--- src/rtl/button_press_emitter_if.sv ---
// Request/status bundle between a press controller and the pulse emitter.
// The master requests presses; the slave emits them on the buttons bus.
interface button_press_emitter_if #(
    parameter int COUNT_WIDTH = 8
);
    logic                   start;
    logic [1:0]             select;
    logic [COUNT_WIDTH-1:0] count;
    logic                   abort;
    logic [2:0]             buttons;
    logic                   busy;
    logic                   done;
    logic [COUNT_WIDTH-1:0] presses_sent;

    modport master (
        output start, select, count, abort,
        input  buttons, busy, done, presses_sent
    );

    modport slave (
        input  start, select, count, abort,
        output buttons, busy, done, presses_sent
    );
endinterface

--- src/rtl/button_press_emitter.sv ---
// Emits N fixed-width press pulses on one of three button lines,
// then raises done for one cycle. All outputs are registered.
module button_press_emitter #(
    parameter int PRESS_CYCLES = 4,
    parameter int GAP_CYCLES   = 4,
    parameter int COUNT_WIDTH  = 8
) (
    input logic             clk,
    input logic             rst,
    button_press_emitter_if.slave bus
);
    localparam logic [1:0] IDLE  = 2'd0;
    localparam logic [1:0] PRESS = 2'd1;
    localparam logic [1:0] GAP   = 2'd2;
    localparam logic [1:0] DONE  = 2'd3;

    localparam int TMAX = (PRESS_CYCLES > GAP_CYCLES) ? PRESS_CYCLES
                                                      : GAP_CYCLES;
    localparam int TW = (TMAX > 1) ? $clog2(TMAX) : 1;
    localparam logic [TW-1:0] P_LOAD = TW'(PRESS_CYCLES - 1);
    localparam logic [TW-1:0] G_LOAD = TW'(GAP_CYCLES - 1);

    logic [1:0]             state_q, state_d;
    logic [TW-1:0]          timer_q, timer_d;
    logic [1:0]             sel_q, sel_d;
    logic [COUNT_WIDTH-1:0] cnt_q, cnt_d;
    logic [COUNT_WIDTH-1:0] sent_q, sent_d;
    logic [2:0]             buttons_q, buttons_d;
    logic                   busy_q, busy_d;
    logic                   done_q, done_d;

    function automatic logic [2:0] onehot(input logic [1:0] s);
        return 3'b001 << s;
    endfunction

    always_comb begin
        state_d   = state_q;
        timer_d   = timer_q;
        sel_d     = sel_q;
        cnt_d     = cnt_q;
        sent_d    = sent_q;
        buttons_d = 3'b000;
        busy_d    = 1'b0;
        done_d    = 1'b0;
        unique case (state_q)
            IDLE: begin
                if (bus.start && bus.select != 2'd3) begin
                    sel_d  = bus.select;
                    cnt_d  = bus.count;
                    sent_d = '0;
                    if (bus.count == '0) begin
                        state_d = DONE;
                        done_d  = 1'b1;
                    end else begin
                        state_d   = PRESS;
                        timer_d   = P_LOAD;
                        busy_d    = 1'b1;
                        buttons_d = onehot(bus.select);
                    end
                end
            end
            PRESS: begin
                // Abort wins over the final PRESS tick, so the press is not counted.
                if (bus.abort) begin
                    state_d = IDLE;
                end else if (timer_q == '0) begin
                    state_d = GAP;
                    timer_d = G_LOAD;
                    sent_d  = sent_q + 1'b1;
                    busy_d  = 1'b1;
                end else begin
                    timer_d   = timer_q - 1'b1;
                    busy_d    = 1'b1;
                    buttons_d = onehot(sel_q);
                end
            end
            GAP: begin
                if (bus.abort) begin
                    state_d = IDLE;
                end else if (timer_q == '0) begin
                    if (sent_q == cnt_q) begin
                        state_d = DONE;
                        done_d  = 1'b1;
                    end else begin
                        state_d   = PRESS;
                        timer_d   = P_LOAD;
                        busy_d    = 1'b1;
                        buttons_d = onehot(sel_q);
                    end
                end else begin
                    timer_d = timer_q - 1'b1;
                    busy_d  = 1'b1;
                end
            end
            DONE: begin
                state_d = IDLE;
            end
            default: begin
                state_d = IDLE;
            end
        endcase
    end

    always_ff @(posedge clk or negedge rst) begin
        if (!rst) begin
            state_q   <= IDLE;
            timer_q   <= '0;
            sel_q     <= '0;
            cnt_q     <= '0;
            sent_q    <= '0;
            buttons_q <= '0;
            busy_q    <= 1'b0;
            done_q    <= 1'b0;
        end else begin
            state_q   <= state_d;
            timer_q   <= timer_d;
            sel_q     <= sel_d;
            cnt_q     <= cnt_d;
            sent_q    <= sent_d;
            buttons_q <= buttons_d;
            busy_q    <= busy_d;
            done_q    <= done_d;
        end
    end

    assign bus.buttons      = buttons_q;
    assign bus.busy         = busy_q;
    assign bus.done         = done_q;
    assign bus.presses_sent = sent_q;
endmodule

--- src/flat_wrapper.sv ---
// flat-port wrapper written by rule: the top's interface ports become plain ports
module button_press_emitter_flat 
#(
    parameter int PRESS_CYCLES = 4,
    parameter int GAP_CYCLES   = 4,
    parameter int COUNT_WIDTH  = 8
)
  (clk, rst, bus_start, bus_select, bus_count, bus_abort, bus_buttons, bus_busy, bus_done, bus_presses_sent);
  button_press_emitter_if #(.COUNT_WIDTH(COUNT_WIDTH)) bus_i ();
  input logic clk;
  input logic rst;
  input wire logic [$bits(bus_i.start)-1:0] bus_start;
  input wire logic [$bits(bus_i.select)-1:0] bus_select;
  input wire logic [$bits(bus_i.count)-1:0] bus_count;
  input wire logic [$bits(bus_i.abort)-1:0] bus_abort;
  output wire logic [$bits(bus_i.buttons)-1:0] bus_buttons;
  output wire logic [$bits(bus_i.busy)-1:0] bus_busy;
  output wire logic [$bits(bus_i.done)-1:0] bus_done;
  output wire logic [$bits(bus_i.presses_sent)-1:0] bus_presses_sent;
  assign bus_i.start = bus_start;
  assign bus_i.select = bus_select;
  assign bus_i.count = bus_count;
  assign bus_i.abort = bus_abort;
  assign bus_buttons = bus_i.buttons;
  assign bus_busy = bus_i.busy;
  assign bus_done = bus_i.done;
  assign bus_presses_sent = bus_i.presses_sent;
  button_press_emitter #(.PRESS_CYCLES(PRESS_CYCLES), .GAP_CYCLES(GAP_CYCLES), .COUNT_WIDTH(COUNT_WIDTH)) u_core (.clk(clk), .rst(rst), .bus(bus_i));
endmodule
--- config.mk ---
export PLATFORM = sky130hd
export DESIGN_NAME = button_press_emitter_flat
export DESIGN_NICKNAME = d
export VERILOG_FILES = /design/src/rtl/button_press_emitter_if.sv /design/src/rtl/button_press_emitter.sv /design/src/flat_wrapper.sv
export SDC_FILE = /design/constraint.sdc
export NUM_CORES = 1
export LEC_CHECK = 0
export ABC_CLOCK_PERIOD_IN_PS = 2800
export CAP_MARGIN = 20
export CORE_MARGIN = 4
export CORE_UTILIZATION = 52
export CTS_BUF_LIST = sky130_fd_sc_hd__clkbuf_16
export CTS_CLUSTER_DIAMETER = 60
export CTS_CLUSTER_SIZE = 28
export DETAILED_ROUTE_END_ITERATION = 7
export GPL_TIMING_DRIVEN = 0
export PLACE_DENSITY = 0.76
export SYNTH_ARGS = -nofsm -noshare
export SYNTH_HDL_FRONTEND = slang
export SYNTH_SLANG_ARGS = --single-unit
--- constraint.sdc ---
create_clock -name clk -period 2.8 [get_ports clk]
set_clock_uncertainty 0.15 [all_clocks]
set_input_delay 0.56 -clock clk [delete_from_list [all_inputs] [get_ports clk]]
set_output_delay 0.56 -clock clk [all_outputs]
set_load 0.03 [all_outputs]
# Word-level counts from Yosys, hierarchy flattened
# Cells that the tools add are included.
# W data, S select, Z words.
dict set report totals {
  reg_bits 27
  latchBits 0
  mem_bits_rw 0
  mem_bits_ro 0
  in_bits 14
  output_inout_bits 13
  elab_cells 76
  n_memories 0
}
dict set report classes {
  add_sub_neg 2
  n_mul 0
  n_div 0
  n_lt_le_gt_ge 0
  eq_ne 13
  shift 2
  muxes 41
  n_bitwise 0
  n_reduce_logical 10
}
# op count
set op_table {}
lappend op_table {{$mux W2} 14}
lappend op_table {{$mux W8} 3}
lappend op_table {{$mux W3} 7}
lappend op_table {{$pmux W8 S2} 1}
lappend op_table {{$mux W1} 11}
lappend op_table {{$pmux W3 S3} 1}
lappend op_table {{$add A8 B1 Y8 const B} 1}
lappend op_table {{$eq A8 B8 Y1} 1}
lappend op_table {{$logic_not A8 Y1} 1}
lappend op_table {{$ne A2 B2 Y1 const B} 4}
lappend op_table {{$pmux W2 S4} 1}
lappend op_table {{$ne A3 B2 Y1 const B} 2}
lappend op_table {{$pmux W2 S3} 1}
lappend op_table {{$reduce_and A6 Y1} 1}
lappend op_table {{$shl A1 B2 Y3 const A} 2}
lappend op_table {{$eq A2 B2 Y1 const B} 2}
lappend op_table {{$logic_not A2 Y1} 2}
lappend op_table {{$ne A2 B1 Y1 const B} 2}
lappend op_table {{$reduce_and A4 Y1} 1}
lappend op_table {{$ne A3 B3 Y1 const B} 1}
lappend op_table {{$pmux W1 S3} 1}
lappend op_table {{$reduce_and A3 Y1} 1}
lappend op_table {{$reduce_bool A3 Y1} 1}
lappend op_table {{$eq A2 B1 Y1 const B} 1}
lappend op_table {{other kinds (5)} 5}

# Logic depth before layout (Yosys ltp)
dict set report logic_depth {
  word_depth 5
  mapped_depth 8
  depth_no_buf 7
}

# Least setup slack after synthesis
# Ideal clock, no wire load.
dict set report synth_path {
  path_kind {reg2reg}
  start {reg u_core.state_q[1]}
  end {reg u_core.timer_q[0]}
  setup_ns 0.125
  arrival_time_ns 1.749
  path_slack_ns 0.776
  stages_incl_launch_ff 8
  path_buffers 1
  synth_period_minus_slack_ns 2.024
  cell_sequence {dfrtp_1 -> inv_1 -> ha_1 -> clkbuf_1 -> o21ai_0 -> nand3b_1 -> or4b_1 -> mux2_2}
}
dict set report synth_via {
  elab_chain_cells 3
  elab_cells_between_ends 11
}
# element line_no
set synth_lines {}
lappend synth_lines {{start: declaration} button_press_emitter.sv:23} ;# logic [1:0] state_q, state_d;
lappend synth_lines {{start signal: assignment} button_press_emitter.sv:115} ;# state_q <= state_d;
lappend synth_lines {{$eq A2 B2 Y1 (tied with other cells)} button_press_emitter.sv:45} ;# unique case (state_q)
lappend synth_lines {{$ne A3 B3 Y1 (no source line) (tied with other cells)} -}
lappend synth_lines {{$reduce_and A6 Y1 (no source line)} -}
lappend synth_lines {{end signal: assignment} button_press_emitter.sv:116} ;# timer_q <= timer_d;
lappend synth_lines {{end: declaration} button_press_emitter.sv:24} ;# logic [TW-1:0] timer_q, timer_d;
# Parallel ways exist; a longest one is shown, timed or not.
# A chain may end at the register's enable or synchronous reset.

# Worst setup path in the final report
dict set report layout_path {
  start {in bus_select[1]}
  end {reg u_core.timer_q[0]}
}
dict set report layout_via {
  elab_chain_cells 4
}
# element line_no
set layout_lines {}
lappend layout_lines {{start: declaration} flat_wrapper.sv:13} ;# input wire logic [$bits(bus_i.select)-1:0] bus_select;
lappend layout_lines {{$ne A2 B2 Y1} button_press_emitter.sv:47} ;# if (bus.start && bus.select != 2'd3) begin
lappend layout_lines {{$logic_and A1 B1 Y1} button_press_emitter.sv:47}
lappend layout_lines {{$ne A2 B1 Y1 (no source line)} -}
lappend layout_lines {{$reduce_and A6 Y1 (no source line)} -}
# Every way passes these cells.

==> impl_summary.txt <==
----------------------------------------------------
[Cells and area]
  Filler Cell Count ... 222
  Ant. Diodes ... 0
  Most common library cell in the layout ignoring fill and taps ... dfrtp_1
  Final layout net count ... 198
  Area overhead of the layout relative to synthesis ... 26.5%
  Final cell count without fillers ... 207
  Commonest non-fill, non-tap cells in the layout ... dfrtp_1 (27), clkdlybuf4s50_1 (26), nand2_1 (11), mux2_1 (10)
  Share of post-route cells with drive strength above 1 ... 0.0852

[Worst setup path]
  R2R cell count ... 7
  Worst r2r dst ... u_core.timer_q[0]
  Element type at the critical path start ... input pin
  Signal arrival time at the worst endpoint ... between 2 and 2.5 ns
  Register-to-Register Setup Slack ... 0.56 ns
  Critical path fanouts, max ... 5
  Worst r2r src ... u_core.state_q[1]
  Kind of critical path ... in -> reg
  Setup crit end kind ... flop
  Data required time of the critical path ... about 2.8 ns

[Clock network]
  CTS HTree Levels ... 1
  Clock sink count ... 27
  Resized Gates After CTS ... 0
  Hold bufs inserted after CTS ... 0
  Setup Fix Bufs, Post-CTS ... 0
  TritonCTS clock tree ... done
  Clock transition time at the flip-flop clock pins of the worst setup and hold paths ... ~0.06 ns
  Clk_lat worst skew ... 0.26 ns
  TritonCTS Buffers ... 3
  CTS Root Buffer Type ... clkbuf_16
  Maximum clock path buffer count ... 2

[Power]
  Internal cell power ... 995 uW
  Register share of total power ... 0.395
  Sw frac ... 0.351
  Static Leak ... 0.810 nW
  Clock network fraction of total power ... 0.208
  Combinational group share of total power ... 0.397
  Power density relative to cell area ... slightly below 800 nW/um^2
  Worst vdd ir ... between 0.6 and 0.7 mV
  Total net switching power ... 538 uW
  Final Total Pwr ... 1.53 mW

[Min path]
  Startpoint of the lowest-slack hold path ... u_core.timer_q[1]
  Worst min path class ... reg -> reg
  Hold Crit Endpoint ... u_core.timer_q[1]
  Hold Path Depth ... 1

[Global routing]
  Vias in the first global route ... 1241
  First-pass GRT wire length ... 5.56 mm
  Antenna violations before repair ... 0
  Pin count of the biggest net entering global routing ... 20
  Grt total ovfl ... 0
  Global routing usage summed across all routing layers ... 0.172

[Timing]
  Setup repair after global routing missed its margin ... no
  Highest achievable clock rate ... 431 MHz
  Number of pins exceeding their max-slew limit in the final report ... 0
  Final setup vio count ... 0
  Final hold violation count ... 0
  Slew headroom ... 0.669
  Worst Tran Pin Value ... 0.495 ns
  Final period demand of the worst path ... between 2 and 2.5 ns
  Final-layout setup total negative slack ... 0 ns
  Final clock period utilization by the worst path ... 0.828

[Logic synthesis]
  Unique masters post-synth ... 44
  Avg Inst Size Synth ... 10.6 sq um
  Synth async-reset ratio ... 1.00
  Number of synthesized register bits ... 27
  Register area share after synthesis ... 0.442
  Ys flop type ... dfrtp_1
  Post-synth design cell area ... roughly 1500 sq um
  Number of flops mapped to enable cells by yosys ... 0
  Synthesized net count ... about 170
  Synthesis warning total ... 0
  Gate count of the mapped netlist ... 145

[Floorplan]
  Die height ... slightly above 60 um
  Top-Level Pins ... 27
  Initial Util ... 0.550
  Overall die area ... 3870 sq um
  Std cell rows ... 19
  Standard cell core area ... 2780 sq um
  Width of the die ... 62.2 um

[Route]
  Total wirelength of the detailed-routed design ... 3.25 mm
  Mean number of vias per cell ... 5.84
  Average detailed-routed wire length per instance ... 15.7 um
  DRC ... 0
  Initial DRC count ... 42
  Routed via count ... 1208
  Antenna-violating nets left ... 0
  1st-pass router iterations ... 6

[Placement]
  Post-placement cell count ... between 200 and 250
  Detailed placer's ending HPWL ... 2.47 mm
  Final weighted congestion in routability-driven placement ... between 0.8 and 0.9
  Buffers on Ports ... 26

[Outcome]
  Status ... finished, final reports clean

[Job]
  Number of max-capacitance violations reported ... 0

----------------------------------------------------
==> Yosys cell counts (3+ instances only) <==
master     n  share of area
o21ai_0    5          0.016
xnor2_1    8          0.046
nand2_1   11          0.027
nor2_1     9          0.022
inv_1      8          0.020
o21ai_1    6          0.020
mux2_1    10          0.074
a21oi_1    3         0.0098
nand3_1    4          0.013
o31ai_1    3          0.015
dfrtp_1   27           0.44
buf_2      3         0.0098
nand2b_1   3          0.012
ha_1       7          0.057
==> per-stage QoR <==
stage / util / hold WS, ns / area (sq um) / worst slack [ns]
6_report: 0.696 / 0.337 / 1940 / 0.482
3_3_place_gp: 0.658 / 0.323 / 1830 / 0.250
2_1_floorplan: - / 0.114 / 1530 / 0.776
4_1_cts: 0.696 / 0.343 / 1940 / 0.488
3_5_place_dp: 0.668 / 0.328 / 1860 / 0.228
5_1_grt: 0.696 / 0.364 / 1940 / 0.397
==> critical path: stages <==
cell             delay (ns)
clkdlybuf4s50_1        0.50
a21boi_4               0.26
or2b_2                 0.17
nand3b_1               0.09
or4b_1                 0.46
mux2_2                 0.27
==> kinds of logic (layout without fill, tap and decap cells) <==
family | after synthesis | count (layout) | share of synthesized area
buffers and inverters | 12 | 43 | 0.0319
AOI/OAI and AO/OA | 33 | 33 | 0.161
and+or+nand+nor | 44 | 44 | 0.161
xor gates and xnor gates | 8 | 8 | 0.0458
muxes | 14 | 14 | 0.101
DFF | 27 | 27 | 0.442
adders and majority gates | 7 | 7 | 0.0572
==> layer usage <==
metal	GRT usage	up-vias	routed length, um
met5	0	-	0
met4	0.0515	0	48
met3	0.0396	6	117
met2	0.289	26	1600
met1	0.219	585	1480
li1	-	591	-
==> final cells by class <==
| class | count | area [sq um] | area share |
|---|---|---|---|
| buffer | 4 | 18.8 | 0.00970 |
| clock buffer | 3 | 75.1 | 0.0388 |
| clock inverter | 1 | 3.75 | 0.00194 |
| inverter | 8 | 30.0 | 0.0155 |
| multi-input combinational | 106 | 806 | 0.416 |
| sequential | 27 | 676 | 0.349 |
| tap | 31 | 38.8 | 0.0200 |
| timing repair buffer | 27 | 288 | 0.149 |
==> registers in the layout, indices dropped and copies added (netlist names) <==
name and flops:
u_core.state_q 2, u_core.bus.done 1, u_core.sel_q 2, u_core.bus.buttons 3
u_core.bus.presses_sent 8, u_core.bus.busy 1, u_core.cnt_q 8, u_core.timer_q 2
==> power groups by stage <==
stage	sequential, mW	combinational (mW)	clock (mW)
2_1_floorplan	0.636	0.400	0
3_3_place_gp	0.604	0.584	0
3_5_place_dp	0.613	0.601	0
4_1_cts	0.606	0.611	0.327
5_1_grt	0.622	0.667	0.343
6_report	0.606	0.608	0.318
==> worst max path at each step <==
| stage | startpoint | to | slack, ns | depth (start not counted) |
|---|---|---|---|---|
| 6_report | bus_select[1] | u_core.timer_q[0] | 0.48 | 6 |
| 5_1_grt | bus_select[1] | u_core.timer_q[0] | 0.40 | 6 |
| 4_1_cts | bus_select[1] | u_core.timer_q[0] | 0.49 | 6 |
| 3_5_place_dp | bus_select[1] | u_core.timer_q[0] | 0.23 | 6 |
| 3_3_place_gp | bus_select[1] | u_core.timer_q[0] | 0.25 | 6 |
| 2_1_floorplan | u_core.state_q[1] | u_core.timer_q[0] | 0.78 | 7 |
(Power assumes the default switching activity.)
